File: config.mk
export PLATFORM = sky130hd
export DESIGN_NAME = circle_raster_flat
export DESIGN_NICKNAME = d
export VERILOG_FILES = /design/src/rtl/circle_raster_if.sv /design/src/rtl/circle_raster.sv /design/src/flat_wrapper.sv
export SDC_FILE = /design/constraint.sdc
export NUM_CORES = 1
export LEC_CHECK = 0
export CORE_UTILIZATION = 51
export CTS_BUF_LIST = sky130_fd_sc_hd__clkbuf_4 sky130_fd_sc_hd__clkbuf_8
export DETAILED_ROUTE_END_ITERATION = 6
export PLACE_DENSITY = 0.8
export SLEW_MARGIN = 20
export SYNTH_ARGS = -nofsm -noshare
export SYNTH_HDL_FRONTEND = slang
export SYNTH_SLANG_ARGS = --single-unit
File: constraint.sdc
create_clock -name clk -period 4.5 [get_ports clk]
set_input_delay 0.9 -clock clk [delete_from_list [all_inputs] [get_ports clk]]
set_output_delay 0.9 -clock clk [all_outputs]
set_load 0.02 [all_outputs]
File: src/rtl/circle_raster_if.sv
`default_nettype none
// ============================================================================
// Module      : circle_raster_if
// Description : Request/response and pixel-write bundle for circle_raster.
//               master : drawing requester (drives start/mode/colour/centre/
//                        radius, observes done and the pixel write port)
//               slave  : the rasteriser itself
// Ports       : start, mode, colour, centre_x, centre_y, radius  (req -> eng)
//               done, vga_x, vga_y, vga_colour, vga_plot        (eng -> req)
// Revision    : 1.0 - initial release
// ============================================================================
interface circle_raster_if #(
    parameter int X_W      = 8,
    parameter int Y_W      = 7,
    parameter int R_W      = 8,
    parameter int COLOUR_W = 3
);
    logic                start;
    logic                mode;
    logic [COLOUR_W-1:0] colour;
    logic [X_W:0]        centre_x;
    logic [Y_W:0]        centre_y;
    logic [R_W-1:0]      radius;
    logic                done;
    logic [X_W-1:0]      vga_x;
    logic [Y_W-1:0]      vga_y;
    logic [COLOUR_W-1:0] vga_colour;
    logic                vga_plot;

    modport master (
        output start, mode, colour, centre_x, centre_y, radius,
        input  done, vga_x, vga_y, vga_colour, vga_plot
    );

    modport slave (
        input  start, mode, colour, centre_x, centre_y, radius,
        output done, vga_x, vga_y, vga_colour, vga_plot
    );
endinterface
`default_nettype wire

File: src/rtl/circle_raster.sv
`default_nettype none
// ============================================================================
// Module      : circle_raster
// Description : Midpoint-circle rasteriser, outline or filled disc. Emits one
//               candidate pixel per clock into a frame-buffer write port;
//               off-screen candidates keep their cycle but are not plotted.
// Ports       : clk    - system clock
//               rst_n  - asynchronous active-low reset
//               bus    - circle_raster_if.slave (start/done handshake, draw
//                        parameters, registered vga_x/y/colour/plot)
// Revision    : 1.0 - initial release
// ============================================================================
module circle_raster #(
    parameter int SCREEN_W = 160,
    parameter int SCREEN_H = 120,
    parameter int X_W      = 8,
    parameter int Y_W      = 7,
    parameter int R_W      = 8,
    parameter int COLOUR_W = 3
) (
    input  wire logic           clk,
    input  wire logic           rst_n,
    circle_raster_if.slave      bus
);

    // Signed working width: wide enough for centre +/- radius and the
    // decision variable, so no intermediate can wrap.
    localparam int AW = ((X_W > Y_W) ? X_W : Y_W) + (R_W / 2) + 4;

    localparam logic signed [AW-1:0] c_zero  = '0;
    localparam logic signed [AW-1:0] c_one   = AW'(1);
    localparam logic signed [AW-1:0] c_scr_w = AW'(SCREEN_W);
    localparam logic signed [AW-1:0] c_scr_h = AW'(SCREEN_H);

    typedef enum logic [1:0] {
        S_IDLE = 2'd0,
        S_INIT = 2'd1,
        S_PLOT = 2'd2,
        S_DONE = 2'd3
    } state_t;

    state_t                 r_state;
    logic                   r_mode;
    logic [COLOUR_W-1:0]    r_colour;
    logic [R_W-1:0]         r_radius;
    logic signed [AW-1:0]   r_cx;
    logic signed [AW-1:0]   r_cy;
    logic signed [AW-1:0]   r_ox;
    logic signed [AW-1:0]   r_oy;
    logic signed [AW-1:0]   r_crit;
    logic signed [AW-1:0]   r_dx;     // filled mode: x offset within span
    logic [2:0]             r_sub;    // outline mode: octant index
    logic [1:0]             r_span;   // filled mode: span index

    logic                   r_done;
    logic [X_W-1:0]         r_vga_x;
    logic [Y_W-1:0]         r_vga_y;
    logic [COLOUR_W-1:0]    r_vga_colour;
    logic                   r_vga_plot;

    logic signed [AW-1:0]   w_oy_n;
    logic signed [AW-1:0]   w_ox_n;
    logic signed [AW-1:0]   w_crit_n;
    logic signed [AW-1:0]   w_half;
    logic signed [AW-1:0]   w_cand_x;
    logic signed [AW-1:0]   w_cand_y;
    logic                   w_last;
    logic                   w_on_screen;

    // Midpoint step taken at the end of each iteration; the updated oy/ox
    // feed the decision-variable update.
    always_comb begin
        w_oy_n   = r_oy + c_one;
        w_ox_n   = r_ox;
        w_crit_n = r_crit + (w_oy_n <<< 1) + c_one;
        if (r_crit > c_zero) begin
            w_ox_n   = r_ox - c_one;
            w_crit_n = r_crit + ((w_oy_n - w_ox_n) <<< 1) + c_one;
        end
    end

    // Current candidate pixel and whether it closes the iteration.
    always_comb begin
        // Spans 0/1 lie on rows cy+-oy (half width ox); spans 2/3 on rows
        // cy+-ox (half width oy).
        w_half   = r_span[1] ? r_oy : r_ox;
        w_cand_x = r_cx + r_dx;
        w_cand_y = r_cy;
        w_last   = 1'b0;
        if (r_mode) begin
            case (r_span)
                2'd0:    w_cand_y = r_cy + r_oy;
                2'd1:    w_cand_y = r_cy - r_oy;
                2'd2:    w_cand_y = r_cy + r_ox;
                default: w_cand_y = r_cy - r_ox;
            endcase
            w_last = (r_span == 2'd3) && (r_dx == w_half);
        end else begin
            case (r_sub)
                3'd0: begin w_cand_x = r_cx + r_ox; w_cand_y = r_cy + r_oy; end
                3'd1: begin w_cand_x = r_cx + r_oy; w_cand_y = r_cy + r_ox; end
                3'd2: begin w_cand_x = r_cx - r_oy; w_cand_y = r_cy + r_ox; end
                3'd3: begin w_cand_x = r_cx - r_ox; w_cand_y = r_cy + r_oy; end
                3'd4: begin w_cand_x = r_cx - r_ox; w_cand_y = r_cy - r_oy; end
                3'd5: begin w_cand_x = r_cx - r_oy; w_cand_y = r_cy - r_ox; end
                3'd6: begin w_cand_x = r_cx + r_oy; w_cand_y = r_cy - r_ox; end
                default: begin w_cand_x = r_cx + r_ox; w_cand_y = r_cy - r_oy; end
            endcase
            w_last = (r_sub == 3'd7);
        end
        w_on_screen = (w_cand_x >= c_zero) && (w_cand_x < c_scr_w) &&
                      (w_cand_y >= c_zero) && (w_cand_y < c_scr_h);
    end

    always_ff @(posedge clk or negedge rst_n) begin
        if (!rst_n) begin
            r_state      <= S_IDLE;
            r_mode       <= 1'b0;
            r_colour     <= '0;
            r_radius     <= '0;
            r_cx         <= c_zero;
            r_cy         <= c_zero;
            r_ox         <= c_zero;
            r_oy         <= c_zero;
            r_crit       <= c_zero;
            r_dx         <= c_zero;
            r_sub        <= 3'd0;
            r_span       <= 2'd0;
            r_done       <= 1'b0;
            r_vga_x      <= '0;
            r_vga_y      <= '0;
            r_vga_colour <= '0;
            r_vga_plot   <= 1'b0;
        end else begin
            case (r_state)
                S_IDLE: begin
                    r_vga_plot <= 1'b0;
                    r_done     <= 1'b0;
                    if (bus.start) begin
                        r_mode   <= bus.mode;
                        r_colour <= bus.colour;
                        r_radius <= bus.radius;
                        r_cx     <= AW'(bus.centre_x);
                        r_cy     <= AW'(bus.centre_y);
                        r_state  <= S_INIT;
                    end
                end

                S_INIT: begin
                    r_vga_plot <= 1'b0;
                    r_ox       <= AW'(r_radius);
                    r_oy       <= c_zero;
                    r_crit     <= c_one - AW'(r_radius);
                    r_dx       <= c_zero - AW'(r_radius);
                    r_sub      <= 3'd0;
                    r_span     <= 2'd0;
                    r_state    <= S_PLOT;
                end

                S_PLOT: begin
                    // Candidate is registered regardless of clipping so the
                    // cycle count is independent of screen position.
                    r_vga_x      <= w_cand_x[X_W-1:0];
                    r_vga_y      <= w_cand_y[Y_W-1:0];
                    r_vga_colour <= r_colour;
                    r_vga_plot   <= w_on_screen;
                    if (w_last) begin
                        if (w_oy_n <= w_ox_n) begin
                            r_ox   <= w_ox_n;
                            r_oy   <= w_oy_n;
                            r_crit <= w_crit_n;
                            r_sub  <= 3'd0;
                            r_span <= 2'd0;
                            r_dx   <= -w_ox_n;
                        end else begin
                            r_state <= S_DONE;
                        end
                    end else if (!r_mode) begin
                        r_sub <= r_sub + 3'd1;
                    end else if (r_dx == w_half) begin
                        // Next span starts at minus its own half width.
                        r_span <= r_span + 2'd1;
                        r_dx   <= (r_span == 2'd0) ? -r_ox : -r_oy;
                    end else begin
                        r_dx <= r_dx + c_one;
                    end
                end

                default: begin  // S_DONE
                    r_vga_plot <= 1'b0;
                    if (r_done && !bus.start) begin
                        r_done  <= 1'b0;
                        r_state <= S_IDLE;
                    end else begin
                        r_done <= 1'b1;
                    end
                end
            endcase
        end
    end

    assign bus.done       = r_done;
    assign bus.vga_x      = r_vga_x;
    assign bus.vga_y      = r_vga_y;
    assign bus.vga_colour = r_vga_colour;
    assign bus.vga_plot   = r_vga_plot;

endmodule
`default_nettype wire

File: src/flat_wrapper.sv
// flat-port wrapper written by rule: the top's interface ports become plain ports
module circle_raster_flat 
#(
    parameter int SCREEN_W = 160,
    parameter int SCREEN_H = 120,
    parameter int X_W      = 8,
    parameter int Y_W      = 7,
    parameter int R_W      = 8,
    parameter int COLOUR_W = 3
)
  (clk, rst_n, bus_start, bus_mode, bus_colour, bus_centre_x, bus_centre_y, bus_radius, bus_done, bus_vga_x, bus_vga_y, bus_vga_colour, bus_vga_plot);
  circle_raster_if #(.X_W(X_W), .Y_W(Y_W), .R_W(R_W), .COLOUR_W(COLOUR_W)) bus_i ();
  input  wire logic clk;
  input  wire logic rst_n;
  input wire logic [$bits(bus_i.start)-1:0] bus_start;
  input wire logic [$bits(bus_i.mode)-1:0] bus_mode;
  input wire logic [$bits(bus_i.colour)-1:0] bus_colour;
  input wire logic [$bits(bus_i.centre_x)-1:0] bus_centre_x;
  input wire logic [$bits(bus_i.centre_y)-1:0] bus_centre_y;
  input wire logic [$bits(bus_i.radius)-1:0] bus_radius;
  output wire logic [$bits(bus_i.done)-1:0] bus_done;
  output wire logic [$bits(bus_i.vga_x)-1:0] bus_vga_x;
  output wire logic [$bits(bus_i.vga_y)-1:0] bus_vga_y;
  output wire logic [$bits(bus_i.vga_colour)-1:0] bus_vga_colour;
  output wire logic [$bits(bus_i.vga_plot)-1:0] bus_vga_plot;
  assign bus_i.start = bus_start;
  assign bus_i.mode = bus_mode;
  assign bus_i.colour = bus_colour;
  assign bus_i.centre_x = bus_centre_x;
  assign bus_i.centre_y = bus_centre_y;
  assign bus_i.radius = bus_radius;
  assign bus_done = bus_i.done;
  assign bus_vga_x = bus_i.vga_x;
  assign bus_vga_y = bus_i.vga_y;
  assign bus_vga_colour = bus_i.vga_colour;
  assign bus_vga_plot = bus_i.vga_plot;
  circle_raster #(.SCREEN_W(SCREEN_W), .SCREEN_H(SCREEN_H), .X_W(X_W), .Y_W(Y_W), .R_W(R_W), .COLOUR_W(COLOUR_W)) u_core (.clk(clk), .rst_n(rst_n), .bus(bus_i));
endmodule
# After elaboration in Yosys (flattened, before gate mapping)
# Cells that the tools add are included.
dict set report totals {
  reg_bits 120
}
dict set report classes {
  n_addsub 24
  magnitude_cmp 6
  n_eq_ne 21
  n_mux 41
  reduce_logical 24
}
# cell n
set op_table {}
lappend op_table {{$mux 16} 16}
lappend op_table {{$pmux 16 s3} 3}
lappend op_table {{$pmux 16 s2} 4}
lappend op_table {{$add 16x2->16 const B} 4}
lappend op_table {{$add 10x16->16} 3}
lappend op_table {{$neg 16->16} 3}
lappend op_table {{$add 16x16->16} 2}
lappend op_table {{$add 9x16->16} 2}
lappend op_table {{$ge 16x1->1 const B} 2}
lappend op_table {{$sub 10x16->16} 2}
lappend op_table {{$sub 9x16->16} 2}
lappend op_table {{$sub 1x8->9 const A} 2}
lappend op_table {{$eq 16x16->1} 1}
lappend op_table {{$gt 16x1->1 const B} 1}
lappend op_table {{$le 16x16->1} 1}
lappend op_table {{$lt 16x8->1 const B} 1}
lappend op_table {{$lt 16x9->1 const B} 1}
lappend op_table {{$mux 2} 8}
lappend op_table {{$sub 16x2->16 const B} 1}
lappend op_table {{$sub 15x15->15} 1}
lappend op_table {{$reduce_or 2->1} 7}
lappend op_table {{$eq 3x3->1 const B} 4}
lappend op_table {{$mux 3} 3}
lappend op_table {{$reduce_and 3->1} 3}
lappend op_table {{23 further kinds} 39}

# Depth between registers and ports, before layout
# Gate-level depths: netlist of run 1.
dict set report logic_depth {
  depth_word 9
  mapped_depth 23
  ltp_nobuf 21
}

# Worst setup path before layout of run 1
# OpenSTA, ideal clock, no wires.
dict set report synth_timing {
  path_kind {register to register}
  from {register u_core.r_ox[1]}
  to {register u_core.r_crit[15]}
  setup_ps 130
  arrival_time_ps 4431
  required_ps 4370
  setup_slack_ps -61
  path_stages_with_launch 19
  path_buffers 4
  period_less_slack_ps 4561
  path_cell_list {dfrtp_1 clkbuf_1 inv_1 ha_1 clkbuf_1 nand4_1 or4_1 nor2_1 xnor2_1 inv_1 ha_1 or4b_2 o31a_1 a21bo_2 nand2b_1 buf_2 buf_2 nor2_1 a31oi_1}
}
dict set report synth_via {
  elab_chain_len 8
}
# element line
set synth_lines {}
lappend synth_lines {{start: declaration} circle_raster.sv:48} ;# logic signed [AW-1:0] r_ox;
lappend synth_lines {{start signal: assignment} circle_raster.sv:123} ;# r_ox <= c_zero;
lappend synth_lines {{start signal: assignment} circle_raster.sv:151} ;# r_ox <= AW'(r_radius);
lappend synth_lines {{start signal: assignment} circle_raster.sv:169} ;# r_ox <= w_ox_n;
lappend synth_lines {{$sub 16x2->16} circle_raster.sv:77} ;# w_ox_n = r_ox - c_one;
lappend synth_lines {{$sub 15x15->15} circle_raster.sv:78} ;# w_crit_n = r_crit + ((w_oy_n - w_ox_n) <<< 1) + c_one;
lappend synth_lines {{$add 16x16->16} circle_raster.sv:78}
lappend synth_lines {{$add 16x2->16} circle_raster.sv:78}
lappend synth_lines {{$mux 16} circle_raster.sv:76} ;# if (r_crit > c_zero) begin
lappend synth_lines {{$mux 16} circle_raster.sv:168} ;# if (w_oy_n <= w_ox_n) begin
lappend synth_lines {{$mux 16} circle_raster.sv:167} ;# if (w_last) begin
lappend synth_lines {{$pmux 16 s2} circle_raster.sv:135} ;# case (r_state)
lappend synth_lines {{end signal: assignment} circle_raster.sv:125} ;# r_crit <= c_zero;
lappend synth_lines {{end signal: assignment} circle_raster.sv:153} ;# r_crit <= c_one - AW'(r_radius);
lappend synth_lines {{end signal: assignment} circle_raster.sv:171} ;# r_crit <= w_crit_n;
lappend synth_lines {{end: declaration} circle_raster.sv:50} ;# logic signed [AW-1:0] r_crit;
# Parallel ways exist; a longest one is shown, timed or not. The select of a mux whose other input is x is not followed.
# A chain may end at the register's enable or synchronous reset.

# Final worst setup path of run 1
dict set report layout_timing {
  from {register u_core.r_ox[0]}
  to {register u_core.r_crit[0]}
}
dict set report layout_via {
  elab_chain_len 6
}
# element
set layout_lines {}
lappend layout_lines {{parallel branches: the longest is 5 deep, another holds $sub 16x2->16}}
lappend layout_lines {{$reduce_and 3->1 (no line) (*)}}
# Mark *: on every way between the ends.

==> results of run 1 <==
[worst reg2reg max path: cells and delay by family (launching register included)]
kind / cells / cell delay (ns)
AND/OR/NAND/NOR: 7 / 1.73
AO/OA/AOI/OAI: 6 / 1.02
buffers and inverters: 4 / 0.65
flip-flops: 1 / 0.40
adder cells (fa/ha/maj): 1 / 0.30
XOR/XNOR: 1 / 0.17
[final timing paths]
kind | slack, ns | start | to | cells after the start
max | 0.10 | u_core.r_ox[0] | u_core.r_crit[0] | 19
min | 0.50 | rst_n | u_core.r_oy[14] | 1
max reg2reg | 0.10 | u_core.r_ox[0] | u_core.r_crit[0] | 19
min reg2reg | 0.50 | u_core.bus.vga_y[2] | u_core.bus.vga_y[2] | 2
max in group asynchronous | 3.00 | rst_n | u_core.r_sub[2] | 2
min in group clk | 0.50 | u_core.bus.vga_y[2] | u_core.bus.vga_y[2] | 2
[sequential cells by signal, indices dropped and copies added, names as in the netlist, 8 cells and up]
register and flops:
u_core.r_dx 16, u_core.r_cx 9, u_core.r_cy 8, u_core.r_crit 16, u_core.r_oy 16, u_core.r_radius 8, u_core.bus.vga_x 8, u_core.r_ox 16
[layout make-up]
| cell class | instances | area, um2 | share of cell area |
|---|---|---|---|
| Multi-Input combinational cell | 1516 | 10900 | 0.655 |
| Sequential cell | 120 | 3010 | 0.181 |
| Timing Repair Buffer | 188 | 1590 | 0.0952 |
| Tap cell | 378 | 473 | 0.0284 |
| Inverter | 76 | 285 | 0.0171 |
| Clock buffer | 17 | 234 | 0.0140 |
| Clock inverter | 15 | 166 | 0.00999 |
[metrics by stage]
stage / cells / area (um2) / setup WS (ns) / TNS [ns]
floorplan: 1829 / 14400 / 0.0167 / 0
global route: 2310 / 16700 / -0.135 / -1.87
global placement: 2271 / 15900 / -0.0289 / -0.0289
detailed placement: 2271 / 15900 / -0.0498 / -0.133
CTS: 2303 / 16400 / 0.00414 / 0
finish: 2310 / 16700 / 0.103 / 0
[metal layers]
metal,vias up,GRT usage
met5,-,0
met4,0,0.220
met3,253,0.0833
met2,957,0.565
met1,7195,0.434
li1,6855,-
[where the power goes]
part / switching [mW] / leakage, nW / internal, mW / total [mW]
Sequential: 0.608 / 1.45 / 1.51 / 2.12
Clock: 0.573 / 0.200 / 0.504 / 1.08
Combinational: 5.99 / 5.26 / 4.35 / 10.3
[cell families after synthesis]
group,Yosys count,synth area share
compound gates,508,0.239
xor+xnor,173,0.106
fa+ha+maj,128,0.115
buf+inv,193,0.0541
flops,120,0.209
mux,89,0.0660
simple gates,618,0.211
[repair_timing]
| action | in CTS | in global routing |
|---|---|---|
| endpoints found under the setup margin | 8 | 55 |
| setup buffers | 0 | 7 |
| gates cloned | 0 | 0 |
| resized for setup | 8 | 61 |
| pin swaps | 0 | 13 |
[Yosys cell counts, drive strengths merged, types with 19 or more instances]
master	count	area share
nand2b	21	0.0091
xor2	48	0.029
buf	35	0.013
mux2	48	0.038
dfrtp	120	0.21
mux2i	41	0.028
nand4	20	0.0087
a21oi	97	0.034
ha	120	0.10
nand2	167	0.044
a31oi	21	0.0091
inv	73	0.019
o211ai	27	0.014
nor3	43	0.016
nor2	179	0.047
a211oi	25	0.013
xnor2	125	0.077
nor2b	19	0.0083
o21ai	137	0.048
clkbuf	82	0.021
nor4	25	0.015
nand3	49	0.017
[cells in the final DEF (no fill, tap or decap), drive strengths merged, types with 16 or more instances in the layout]
master,count
buf,138
nand3,49
nand4,20
dfrtp,120
nand2b,21
a21oi,97
clkdlybuf4s50,50
nand2,167
nor2b,19
a221oi,18
o211ai,27
nor3,43
a31oi,21
xor2,48
o21ai,137
and3,18
clkbuf,17
xnor2,125
or4,16
nor4,25
mux2i,41
a211oi,25
ha,120
a21o,17
inv,79
mux2,48
nor2,179
==> flow_summary.json, run 1 <==
{
  "grt-ovfl-total": 0,
  "cp_max_fo": 36,
  "die_w_um": 170,
  "crit_path_start_kind": "flop",
  "num_rows": 61,
  "drt_iter0_drc": 1757,
  "globalRouteTotalUtil": 0.355,
  "hp-class": "in -> async",
  "start_util": 0.518,
  "clk_latency_ns": 0.49,
  "ys_warn_count": 0,
  "antenna_found_initial": 1,
  "h-tree-depth": 4,
  "drv_cap": 0,
  "synth_edf_count": 0,
  "io_buffers": 51,
  "cp-end-kind": "flop",
  "antennaDiodeCount": 0,
  "finClkSkew_ns": 0.0295,
  "crit_buf_inv": 4,
  "peakVddDrop_mv": 0.544,
  "drt-met1-wl_mm": 20.0,
  "synth_cell_types": 92,
  "fp.dieH_um": 170,
  "yosysSeqAreaShare": 0.209,
  "critical_path.top_delay_family": "simple AND/OR/NAND/NOR gates",
  "wl_met3_mm": 5.32,
  "die_area_um2": 28900,
  "synthFlopType": "dfrtp_1",
  "core-area_um2": 27800,
  "vias": 15300,
  "pin_count": 52,
  "syn_to_final_growth_pct": 15.7,
  "report.final.setup_viol": 0,
  "fin_crit_sh": 0.977,
  "cts_buffer_depth": 2,
  "met2WireLength_mm": 23.0,
  "cts.root.buffer_cell": "clkbuf_8",
  "wl_per_cell_um": 22.4,
  "worst_pin_slew_ns": 1.11,
  "vias_per_cell": 6.61,
  "utilization": 0.600,
  "drive_gt1_frac": 0.165,
  "fillCellCount": 2457,
  "synthCells": 1829,
  "clk_pin_slew_worst_paths_ns": 0.10,
  "drc": 40,
  "arrival_ns": 4.75,
  "wirelength_mm": 51.7,
  "power_mw": 13.5,
  "grt_pass1_vias": 14700,
  "finalMaxSlewViolations": 0,
  "whs_ns": 0.498,
  "final_nets": 2079,
  "failed_checks": "DRC",
  "crit_type": "reg -> reg",
  "gp_congestion": 1.02,
  "critPathRequiredTime_ns": 4.85,
  "cts_buffers": 17,
  "cts_tree": "done",
  "hold_viol": 0,
  "outcome": "finished with violations",
  "netlist_area_um2": 14400,
  "cpMaxStageDelayCell": "or4_4",
  "layout_min_cycle_time_ns": 4.40,
  "critPathMaxStageDelay_ns": 0.55,
  "detailedPlacementHpwl_mm": 38.9,
  "power_density_nw_per_um2": 812,
  "leakage_nw": 6.91,
  "cp_cell_sequence": "buf_4 > nor4_4 > buf_4 > nand2_1 > or4_4 > xnor2_2 > inv_1 > ha_1 > nand2_1 > nor4_2 > nand4_1 > o311ai_0 > o21ai_1 > o31a_1 > a21bo_2 > nand2b_2 > buf_12 > o21ai_0 > o21ai_0",
  "syn_nets": 1989,
  "fmax_ghz": 0.227,
  "postCtsHoldBufs": 0,
  "grt_pass1_wl_mm": 79.2,
  "grt_max_degree": 97,
  "clock-sinks": 120,
  "synth-seq-cells": 120,
  "synthArstFlopShare": 1.00,
  "postRouteAntennaNets": 0,
  "drtPass1Iterations": 7,
  "max_slew_margin": 0.261,
  "top_layer": "met4",
  "synth.avg_cell_area_um2": 7.87
}
Note: power is estimated with default switching activity, not from simulation.
==> run 2: changes to the inputs <==
Settings changed: CORE_MARGIN set to 2, REMOVE_ABC_BUFFERS set to 1.
==> flow_summary.json, run 2 (synthesis results as in run 1) <==
{
  "outcome": "complete, no violations",
  "wl_per_cell_um": 23.4,
  "cp-end-kind": "flop",
  "finalMaxSlewViolations": 0,
  "clkPwrFrac": 0.080,
  "layout_min_cycle_time_ns": 4.44,
  "crit_path_start_kind": "flop",
  "vias": 15300,
  "antenna_found_initial": 0,
  "power_density_nw_per_um2": 816,
  "fin_crit_sh": 0.987,
  "cp_cell_sequence": "inv_1 > buf_4 > nor3_2 > buf_4 > buf_4 > xnor2_1 > ha_1 > or3_1 > a41oi_1 > xnor2_1 > ha_1 > nor3b_1 > a41o_1 > o41ai_2 > buf_4 > o21ai_0 > xnor2_1 > nand3_1 > a32o_1",
  "grt_pass1_vias": 14300,
  "pin_count": 52,
  "grt_max_degree": 71,
  "drtPass1Iterations": 6,
  "finalNonFillerCells": 2346,
  "multi_input_area_um2": 11000,
  "globalRouteTotalUtil": 0.372,
  "arrival_ns": 4.83,
  "drive_gt1_frac": 0.189,
  "num_rows": 61,
  "fmax_ghz": 0.225,
  "drc": 0,
  "reg2reg_slack_ns": 0.06,
  "utilization": 0.614,
  "leakage_nw": 7.11,
  "cp_common_cell": "buf_4",
  "cp_max_fo": 5,
  "gp_congestion": 1.02,
  "cts_buffers": 17,
  "reg2reg_from": "u_core.r_oy[0]",
  "fp.dieH_um": 172,
  "hold_viol": 0,
  "cts_buffer_depth": 2,
  "report.final.setup_viol": 0,
  "die_area_um2": 29600,
  "layout_commonest_cell": "nor2_1",
  "hp-class": "in -> async",
  "cts.root.buffer_cell": "clkbuf_8",
  "startpoint": "u_core.r_oy[0]",
  "dp_cells": 2293,
  "seqCellArea_um2": 3010,
  "power_frac_comb": 0.770,
  "fillCellCount": 2475,
  "syn_to_final_growth_pct": 18.4,
  "detailedPlacementHpwl_mm": 41.8,
  "die_w_um": 172,
  "critPathRequiredTime_ns": 4.89,
  "h-tree-depth": 4,
  "start_util": 0.518,
  "worstReg2RegEnd": "u_core.r_crit[14]",
  "r2r_cells": 19,
  "finClkSkew_ns": 0.0163,
  "io_buffers": 51,
  "final_nets": 2114,
  "intPower_mw": 6.65,
  "drv_cap": 0,
  "grt_pass1_wl_mm": 83.5,
  "vias_per_cell": 6.50,
  "postRouteAntennaNets": 0,
  "core-area_um2": 27800,
  "clk_pin_slew_worst_paths_ns": 0.09,
  "whs_ns": 0.379,
  "drt_iter0_drc": 1814,
  "worst_pin_slew_ns": 1.14,
  "cpMaxStageDelayCell": "dfrtp_2",
  "clk_latency_ns": 0.51,
  "max_slew_margin": 0.234,
  "peakVddDrop_mv": 0.579,
  "cts_tree": "done",
  "p_seq_frac": 0.150,
  "swShare": 0.522,
  "layout_common_cells": "172 x nor2_1, 168 x buf_4, 164 x nand2_1, 121 x xnor2_1, 120 x o21ai_0",
  "grt-ovfl-total": 0,
  "clock-sinks": 120,
  "wirelength_mm": 54.9,
  "crit_type": "reg -> reg",
  "critPathMaxStageDelay_ns": 0.46,
  "switchingPower_mw": 7.26
}
-- run 2: power by group through the flow --
| stage | Clock, mW | Sequential, mW | Combinational (mW) |
|---|---|---|---|
| after global routing | 1.16 | 2.12 | 11.6 |
| after floorplan | 0 | 2.08 | 6.53 |
| after detailed placement | 0 | 2.05 | 9.86 |
| final | 1.11 | 2.09 | 10.7 |
| after CTS | 1.12 | 2.03 | 10.0 |
| after global placement | 0 | 2.03 | 9.66 |
-- run 2: how the worst max path moves through the flow --
| stage | depth (start not counted) | slack, ns | end |
|---|---|---|---|
| finish | 19 | 0.06 | u_core.r_crit[14] |
| global route | 19 | -0.06 | u_core.r_crit[15] |
| CTS | 19 | 0.02 | u_core.r_crit[15] |
| detailed placement | 19 | -0.15 | u_core.bus.vga_plot |
| global placement | 18 | 0.05 | u_core.r_crit[14] |
| floorplan | 14 | -0.50 | u_core.r_crit[14] |
-- run 2: repair_timing --
action / CTS / global route
setup buffers: 3 / 17
pin swaps: 2 / 28
setup endpoints to repair: 3 / 72
hold buffers: 0 / 0
gates resized for setup: 8 / 85
-- run 2: worst max-delay path: cells and delay by family, from the launching register on --
kind,cells,cell delay (ns)
AO/OA/AOI/OAI,5,1.09
XOR/XNOR,3,0.72
adder cells (fa/ha/maj),2,0.65
buffers and inverters,5,0.71
flip-flops,1,0.46
AND/OR/NAND/NOR,4,0.68
-- run 2: metrics by stage --
stage	setup slack, ns	setup TNS [ns]	power [mW]	instance area, um2
final	0.0575	0	13.9	17000
after detailed placement	-0.151	-0.194	11.9	16100
after global placement	0.0533	0	11.7	16100
after global routing	-0.0633	-0.209	14.9	17000
after CTS	0.0206	0	13.2	16600
after floorplan	-0.503	-16.47	8.61	13900
-- run 2: area by class of cell --
cell class / count / share of cell area
clock inverter: 15 / 0.0111
multi-input combinational: 1516 / 0.646
antenna: 1 / 0.000147
inverter: 76 / 0.0167
sequential: 120 / 0.176
clock buffer: 17 / 0.0137
timing repair buffer: 223 / 0.108
tap: 378 / 0.0277
-- run 2: layer usage --
| metal | routed length, um | track usage | share of wire |
|---|---|---|---|
| met5 | 0 | 0 | 0 |
| met4 | 2260 | 0.162 | 0.041 |
| met3 | 5740 | 0.0799 | 0.10 |
| met2 | 24300 | 0.576 | 0.44 |
| met1 | 22600 | 0.500 | 0.41 |
